==> config.mk <==
export PLATFORM = sky130hd
export DESIGN_NAME = io_bus_arbiter
export DESIGN_NICKNAME = d
export VERILOG_FILES = /design/src/rtl/io_bus_arbiter_pkg.sv /design/src/rtl/io_bus_arbiter_rr_arbiter.sv /design/src/rtl/io_bus_arbiter.sv
export SDC_FILE = /design/constraint.sdc
export NUM_CORES = 1
export LEC_CHECK = 0
export BUFFER_PORTS_ARGS = -buffer_cell sky130_fd_sc_hd__buf_2
export CAP_MARGIN = 20
export CORE_UTILIZATION = 45
export CTS_BUF_LIST = sky130_fd_sc_hd__clkbuf_8
export CTS_CLUSTER_DIAMETER = 30
export DETAILED_ROUTE_END_ITERATION = 10
export PLACE_DENSITY = 0.8
export SYNTH_ARGS = -nofsm -noshare
export SYNTH_HDL_FRONTEND = slang
export SYNTH_HIERARCHICAL = 1
export SYNTH_SLANG_ARGS = --single-unit
==> constraint.sdc <==
create_clock -name clk -period 2.95 [get_ports clk]
set_input_delay 0.4425 -clock clk [delete_from_list [all_inputs] [get_ports clk]]
set_output_delay 0.4425 -clock clk [all_outputs]
set_load 0.01 [all_outputs]
==> src/rtl/io_bus_arbiter_pkg.sv <==
// Shared types, widths and address-field positions for the peripheral IO bus arbiter.
package io_bus_pkg;

  // Bus phase of the arbiter FSM
  typedef enum logic [1:0] {
    ST_IDLE   = 2'd0,
    ST_SETUP  = 2'd1,
    ST_ACCESS = 2'd2,
    ST_HOLD   = 2'd3
  } state_t;

  localparam int IO_IDX_W  = 5;
  localparam int IO_REG_W  = 4;
  localparam int IO_DATA_W = 32;
  localparam int IO_ADDR_W = IO_IDX_W + IO_REG_W;

  // Requester address layout: {io_index[8:4], reg_addr[3:0]}
  localparam int ADDR_REG_LSB = 0;
  localparam int ADDR_REG_MSB = ADDR_REG_LSB + IO_REG_W - 1;
  localparam int ADDR_IDX_LSB = ADDR_REG_MSB + 1;
  localparam int ADDR_IDX_MSB = ADDR_IDX_LSB + IO_IDX_W - 1;

  // Transaction captured from the winning requester when it is granted
  typedef struct packed {
    logic                 wr;
    logic [IO_IDX_W-1:0]  idx;
    logic [IO_REG_W-1:0]  reg_addr;
    logic [IO_DATA_W-1:0] wdata;
  } txn_t;

  // True when the peripheral index names an existing chip select
  function automatic logic idx_in_range(input logic [IO_IDX_W-1:0] idx, input int ionum);
    return int'(idx) < ionum;
  endfunction

endpackage

==> src/rtl/io_bus_arbiter_rr_arbiter.sv <==
// Combinational round-robin pick: lowest requester at or above the pointer,
// wrapping to the lowest requester overall when none is above it.
module rr_arbiter #(
  parameter int NREQ  = 2,
  parameter int IDX_W = (NREQ > 1) ? $clog2(NREQ) : 1
) (
  input  logic [NREQ-1:0]  req,
  input  logic [IDX_W-1:0] rr,
  output logic [NREQ-1:0]  grant,
  output logic [IDX_W-1:0] grant_idx,
  output logic             any_req
);

  logic [NREQ-1:0] upper_mask;
  logic [NREQ-1:0] upper_req;
  logic [NREQ-1:0] pick_vec;

  // Requesters at or after the pointer have priority this round
  for (genvar gi = 0; gi < NREQ; gi++) begin : g_mask
    assign upper_mask[gi] = (IDX_W'(gi) >= rr);
  end

  assign upper_req = req & upper_mask;
  assign pick_vec  = (|upper_req) ? upper_req : req;
  // Isolate the lowest set bit of the candidate vector
  assign grant     = pick_vec & (~pick_vec + NREQ'(1));
  assign any_req   = |req;

  // Encode the one-hot grant into a binary index
  always_comb begin
    grant_idx = '0;
    for (int i = 0; i < NREQ; i++) begin
      if (grant[i]) grant_idx = IDX_W'(i);
    end
  end

endmodule

==> src/rtl/io_bus_arbiter.sv <==
// Shares the peripheral IO bus between NREQ requesters: round-robin grant,
// then fixed SETUP / ACCESS x ACC_CYC / HOLD phases, read data and done pulse.
module io_bus_arbiter
  import io_bus_pkg::*;
#(
  parameter int NREQ    = 2,
  parameter int IONUM   = 32,
  parameter int ACC_CYC = 1
) (
  input  logic                      clk,
  input  logic                      rst_n,
  input  logic [NREQ-1:0]           req,
  input  logic [NREQ-1:0]           req_wr,
  input  logic [NREQ*IO_ADDR_W-1:0] req_addr,
  input  logic [NREQ*IO_DATA_W-1:0] req_wdata,
  output logic [NREQ-1:0]           done,
  output logic [NREQ-1:0]           err,
  output logic [IO_DATA_W-1:0]      rdata,
  output logic [IONUM-1:0]          io_cs_en,
  output logic [IO_REG_W-1:0]       io_reg_addr,
  output logic                      io_wt_en,
  output logic                      io_rd_en,
  output logic [IO_DATA_W-1:0]      io_wdata,
  output logic                      io_data_oe,
  input  logic [IO_DATA_W-1:0]      io_rdata
);

  localparam int          IDX_W    = (NREQ > 1) ? $clog2(NREQ) : 1;
  localparam logic [3:0]  ACC_LAST = 4'(ACC_CYC - 1);

  state_t             state_q, state_d;
  logic [IDX_W-1:0]   rr_q, rr_d;
  logic [IDX_W-1:0]   win_q, win_d;
  txn_t               txn_q, txn_d;
  logic [3:0]         cnt_q, cnt_d;
  logic [IO_DATA_W-1:0] rdata_q, rdata_d;

  logic [NREQ-1:0]    grant;
  logic [IDX_W-1:0]   grant_idx;
  logic               any_req;
  logic               in_range;
  logic               active;

  logic [IO_ADDR_W-1:0] addr_arr  [NREQ];
  logic [IO_DATA_W-1:0] wdata_arr [NREQ];

  // Split the flat per-requester buses into indexable fields
  for (genvar gi = 0; gi < NREQ; gi++) begin : g_unpack
    assign addr_arr[gi]  = req_addr[gi*IO_ADDR_W +: IO_ADDR_W];
    assign wdata_arr[gi] = req_wdata[gi*IO_DATA_W +: IO_DATA_W];
  end

  rr_arbiter #(
    .NREQ  (NREQ),
    .IDX_W (IDX_W)
  ) u_rr_arbiter (
    .req       (req),
    .rr        (rr_q),
    .grant     (grant),
    .grant_idx (grant_idx),
    .any_req   (any_req)
  );

  assign in_range = idx_in_range(txn_q.idx, IONUM);
  assign active   = (state_q != ST_IDLE);

  // Phase sequencing, transaction capture, read-data capture and pointer advance
  always_comb begin
    state_d = state_q;
    rr_d    = rr_q;
    win_d   = win_q;
    txn_d   = txn_q;
    cnt_d   = cnt_q;
    rdata_d = rdata_q;
    case (state_q)
      ST_IDLE: begin
        if (any_req) begin
          win_d          = grant_idx;
          txn_d.wr       = |(grant & req_wr);
          txn_d.idx      = addr_arr[grant_idx][ADDR_IDX_MSB:ADDR_IDX_LSB];
          txn_d.reg_addr = addr_arr[grant_idx][ADDR_REG_MSB:ADDR_REG_LSB];
          txn_d.wdata    = wdata_arr[grant_idx];
          state_d        = ST_SETUP;
        end
      end
      ST_SETUP: begin
        cnt_d   = '0;
        state_d = ST_ACCESS;
      end
      ST_ACCESS: begin
        if (cnt_q == ACC_LAST) begin
          cnt_d   = '0;
          state_d = ST_HOLD;
          // No peripheral answers an out-of-range select, so return zero
          if (!txn_q.wr) rdata_d = in_range ? io_rdata : '0;
        end else begin
          cnt_d = cnt_q + 4'd1;
        end
      end
      ST_HOLD: begin
        rr_d    = (int'(win_q) == NREQ - 1) ? '0 : win_q + IDX_W'(1);
        state_d = ST_IDLE;
      end
      default: state_d = ST_IDLE;
    endcase
  end

  // State and datapath registers with synchronous active-low reset
  always_ff @(posedge clk) begin
    if (!rst_n) begin
      state_q <= ST_IDLE;
      rr_q    <= '0;
      win_q   <= '0;
      txn_q   <= '0;
      cnt_q   <= '0;
      rdata_q <= '0;
    end else begin
      state_q <= state_d;
      rr_q    <= rr_d;
      win_q   <= win_d;
      txn_q   <= txn_d;
      cnt_q   <= cnt_d;
      rdata_q <= rdata_d;
    end
  end

  // Bus drive: address/data/oe across all non-idle phases, strobes only in ACCESS
  always_comb begin
    io_reg_addr = active ? txn_q.reg_addr : '0;
    io_wdata    = active ? txn_q.wdata : '0;
    io_data_oe  = active & txn_q.wr;
    io_wt_en    = (state_q == ST_ACCESS) & txn_q.wr;
    io_rd_en    = (state_q == ST_ACCESS) & ~txn_q.wr;
  end

  // One-hot chip select; an out-of-range index selects nothing
  for (genvar gi = 0; gi < IONUM; gi++) begin : g_cs
    assign io_cs_en[gi] = active & in_range & (txn_q.idx == IO_IDX_W'(gi));
  end

  // Completion pulses go only to the latched winner during HOLD
  for (genvar gi = 0; gi < NREQ; gi++) begin : g_done
    assign done[gi] = (state_q == ST_HOLD) & (win_q == IDX_W'(gi));
    assign err[gi]  = (state_q == ST_HOLD) & (win_q == IDX_W'(gi)) & ~in_range;
  end

  assign rdata = rdata_q;

endmodule

Word-level counts from Yosys, hierarchy flattened:

Cells that the tools add are included.

* add/subtract/negate cells: 3
* $lt $le $gt $ge: 3
* equal/unequal tests: 36
* mux-type cells: 16
* bitwise gates (word level): 44
* reductions and logical operators: 11

Operator list (count)
* $mux 32: 4
* $eq 5x5->1 const B: 16
* $eq 5x4->1 const B: 8
* $and 1x1->1: 37
* $mux 9: 3
* $eq 5x3->1 const B: 4
* $eq 5x2->1 const B: 2
* $mux 4: 2
* $pmux 2 s4: 1
* $pmux 4 s2: 1
* $and 2x2->2: 3
* $mux 2: 3
* $reduce_or 2->1: 3
* $eq 5x1->1 const B: 1
* $logic_not 5->1: 1
* $add 4x1->4 const B: 1
* $eq 2x2->1 const B: 2
* $logic_not 4->1: 1
* $ne 2x2->1 const B: 2
* $reduce_and 2->1: 2
* $reduce_bool 2->1: 2
* $reduce_and 3->1: 1
* $add 2x1->2 const B: 1
* $eq 2x1->1 const B: 1
* other kinds (8): 11

* register bits after elaboration: 82
* input bits: 120
* output and inout bits: 107
* word-level logic and storage cells: 122

Depth between registers and ports, before layout:

* depth after elaboration: 12
* mapped depth: 8
* depth with buffers taken out: 5

Hierarchy:

The synthesis kept the hierarchy.

Modules (own cells, without submodules)
* io_bus_arbiter: times used 1, cells an instance 471, area an instance 4212.8 sq um, sequential area each 1641.6 sq um
* rr_arbiter: times used 1, cells an instance 5, area an instance 32.5 sq um, sequential area each 0.0 sq um

Worst setup path after synthesis:

OpenSTA, ideal clock, no wires.

* path type: flip-flop to output port
* start point: reg state_q[0]
* end point: out io_cs_en[21]
* data arrival time: 1.356 ns
* data required time: 2.508 ns
* path slack: 1.152 ns
* stages on the path, launching flop included: 7
* path buffers: 1
* cells stage by stage: dfxtp_1 -> inv_1 -> ha_1 -> clkbuf_1 -> nor2_1 -> nand3_1 -> nor2_1

* longest elaborated chain between the ends: 2

Ends and longest elaborated chain
* start: declaration: RTL line io_bus_arbiter.sv:31 `state_t state_q, state_d;`
* start signal: assignment: RTL line io_bus_arbiter.sv:118 `state_q <= state_d;`
* $reduce_bool 2->1: RTL line io_bus_arbiter.sv:65 `assign active = (state_q != ST_IDLE);`
* $and 1x1->1: RTL line io_bus_arbiter.sv:138 `assign io_cs_en[gi] = active & in_range & (txn_q.idx == IO_IDX_W'(gi));`
* end: declaration: RTL line io_bus_arbiter.sv:19 `output logic [IONUM-1:0] io_cs_en,`

No other way between the ends.

Worst setup path after layout:

* start point: reg state_q[0]
* end point: out io_cs_en[29]

Same word-level chain as after synthesis.

==> impl_metrics.yaml <==
logic_synthesis:
  synthCells: 476
  synth_top_area_share_pct: 38.67
  avgSynthCellArea_um2: 8.919
  ys_types: 33
  ys_seq_area_share_pct: 38.67
  syn_area_um2: 4245
  yosys-top-cells-area: "dfxtp_1 39%, mux2i_1 18%, nand2_1 10%"
  yosys_warnings: 6
  yosys.area.top_type: "dfxtp_1"
  yosys_register_bits: 82
timing:
  min_period_over_period_pct: 80.70
  rsz0062_at_grt: "no"
  slew_violations: 0
  max_slew_margin_pct: 53.58
  maxClockFrequency_mhz: 420.0
  skew_ns: 0.01331
  worst_slew_pin_slew_ns: 0.6964
  setup_viol: 0
  fin_setup_tns_ns: 0
  final-hold-violation-count: 0
  fin_crit_ns: 2.381
pwr:
  powerDensity_nw_per_um2: 754.6
  power.leakage_nw: 3.040
  vdd_ir_drop_max_v: 0.0004875
  power_mw: 4.153
global_routing:
  grt_pass1_wl_um: 16100
  grt_max_degree: 78
  grt_pass1_vias: 3630
  antenna_found_initial: 0
  grt_use_total_pct: 20.13
  grt_remaining_overflow: 0
die:
  core_um2: 9196
  fp.dieH_um: 99.13
  top_level_ports: 227
  start_util_pct: 46.16
  die-area_um2: 9827
  die_w_um: 99.13
  std_cell_rows: 35
drt:
  postRouteWirelength_um: 10100
  routed-via-count: 3948
  via_per_inst: 4.972
  first_iter_violations: 119
  drcViolationCount: 0
  routedWlPerCell_um: 12.71
  dr.pass1.iters: 4
  postRouteAntennaNets: 0
final_layout:
  nets: 803
  area_delta_synth_final_pct: 29.62
  num_antenna_cells: 0
  multi_input_area_um2: 2301
  final_common_cell: "buf_2"
  fillers: 820
  layout_common_cells: "223 x buf_2, 116 x nand2_1, 82 x dfxtp_1, 75 x mux2i_1, 46 x nor2b_1"
  final_util_pct: 59.84
  regArea_um2: 1642
  stdcell_count: 794
  drive_above_1_share_pct: 36.90
worst_setup_path:
  cp.arrival_ns: 1.94
  r2r_cells: 6
  r2r_start: "state_q[0]"
  startpoint: "state_q[0]"
  endpoint_kind: "output port"
  path_max_fanout: 12
  setup.worst_path.start_class: "flip-flop"
  worstPathRequired_ns: 2.51
  crit_type: "reg -> out"
placement:
  dp_hpwl_um: 7478
  placedCellCount: 778
  gp_congestion: 0.7465
  portBuffers: 224
cts:
  worstSkewPairLatency_ns: 0.34
  h-tree-depth: 3
  cts_buffers: 9
  clkSlewWorstSetupHoldPaths_ns: 0.09
  cts.sink_count: 82
  holdBufCountCts: 0
  postCtsSetupBuffers: 0
  ctsResizeCount: 0
  cts_root_buffer: "clkbuf_8"
  cts_buffer_depth: 2
  cts_tree: "yes"
worst_hold_path:
  hp-class: "in -> reg"
  worstHoldStart: "io_rdata[21]"
  min_path_cells: 3
status:
  outcome: "finished, final reports clean"
flow_run:
  maxCapViolations: 0
## cell usage after synthesis
cell type       instances
a21boi_1                2
a21oi_1                 1
a22oi_1                 1
a31oi_1                 1
and2_1                  4
buf_12                  3
buf_2                  12
buf_4                   3
buf_6                   2
clkbuf_1               16
clkbuf_8                5
conb_1                  1
dfxtp_1                82
dlymetal6s4s_1          1
ha_1                    5
inv_1                   5
mux2i_1                75
nand2_1               116
nand2b_1                2
nand3_1                 3
nand4_1                 1
nor2_1                 37
nor2b_1                46
nor3b_2                 1
o211a_1                42
o21a_1                  1
o21ai_0                 1
o221a_2                 1
or2_1                   1
or2_2                   1
or3b_4                  1
xnor2_1                 1
xor2_1                  2
## per-layer routing
layer	up-vias	part of all wire, %	track usage (%)
met5	-	0	0
met4	0	2.0	8.145
met3	19	6.6	4.638
met2	168	48	35.66
met1	1780	44	23.52
li1	1981	-	-
## kinds of logic after synthesis
| group | share of synthesized area (%) |
|---|---|
| simple gates | 22.55 |
| flops | 38.67 |
| mux | 17.68 |
| compound gates | 11.26 |
| buf+inv | 7.663 |
| fa+ha+maj | 1.474 |
| xor+xnor | 0.6190 |
| other cells | 0.08833 |
## final cells by class
| cell class | count | share of cell area (%) |
|---|---|---|
| clock buffer | 9 | 2.251 |
| tap | 111 | 2.524 |
| sequential | 82 | 29.83 |
| timing repair buffer | 232 | 21.96 |
| clock inverter | 7 | 1.273 |
| inverter | 5 | 0.3411 |
| multi-input combinational | 348 | 41.81 |
## state kept, by name, summed over array words and instances (netlist names)
signal and count:
rr_q 1, state_q 2, txn_q 42, rdata 32, win_q 1, cnt_q 4
## power breakdown
part           switching [mW]  total (mW)  internal, mW  leakage, nW
logic                   0.964        1.72         0.753         2.27
clock network           0.409       0.799         0.390       0.0984
registers               0.202        1.64          1.43        0.674
total                    1.57        4.15          2.58         3.04
## worst max-delay path, stage by stage (launching register included)
cell and delay, ns:
dfxtp_1 0.39, inv_1 0.08, ha_1 0.34, nor2b_1 0.33, nand3_1 0.19, nor2_1 0.13, buf_2 0.14
## final timing paths
check,to,slack [ns]
max,io_cs_en[29],0.57
max reg2reg,txn_q[20],0.87
min,rdata[21],0.34
min reg2reg,rdata[8],0.45
## stage by stage
stage / cell area [µm²] / worst slack (ns) / hold slack, ns
after floorplan: 4249 / 1.152 / 0.4644
after global placement: 5309 / 1.038 / 0.4390
after detailed placement: 5309 / 0.9215 / 0.4444
after CTS: 5503 / 0.5859 / 0.3174
after global routing: 5503 / 0.4096 / 0.3166
final: 5503 / 0.5693 / 0.3388
Power figures use the tool's default switching activity.
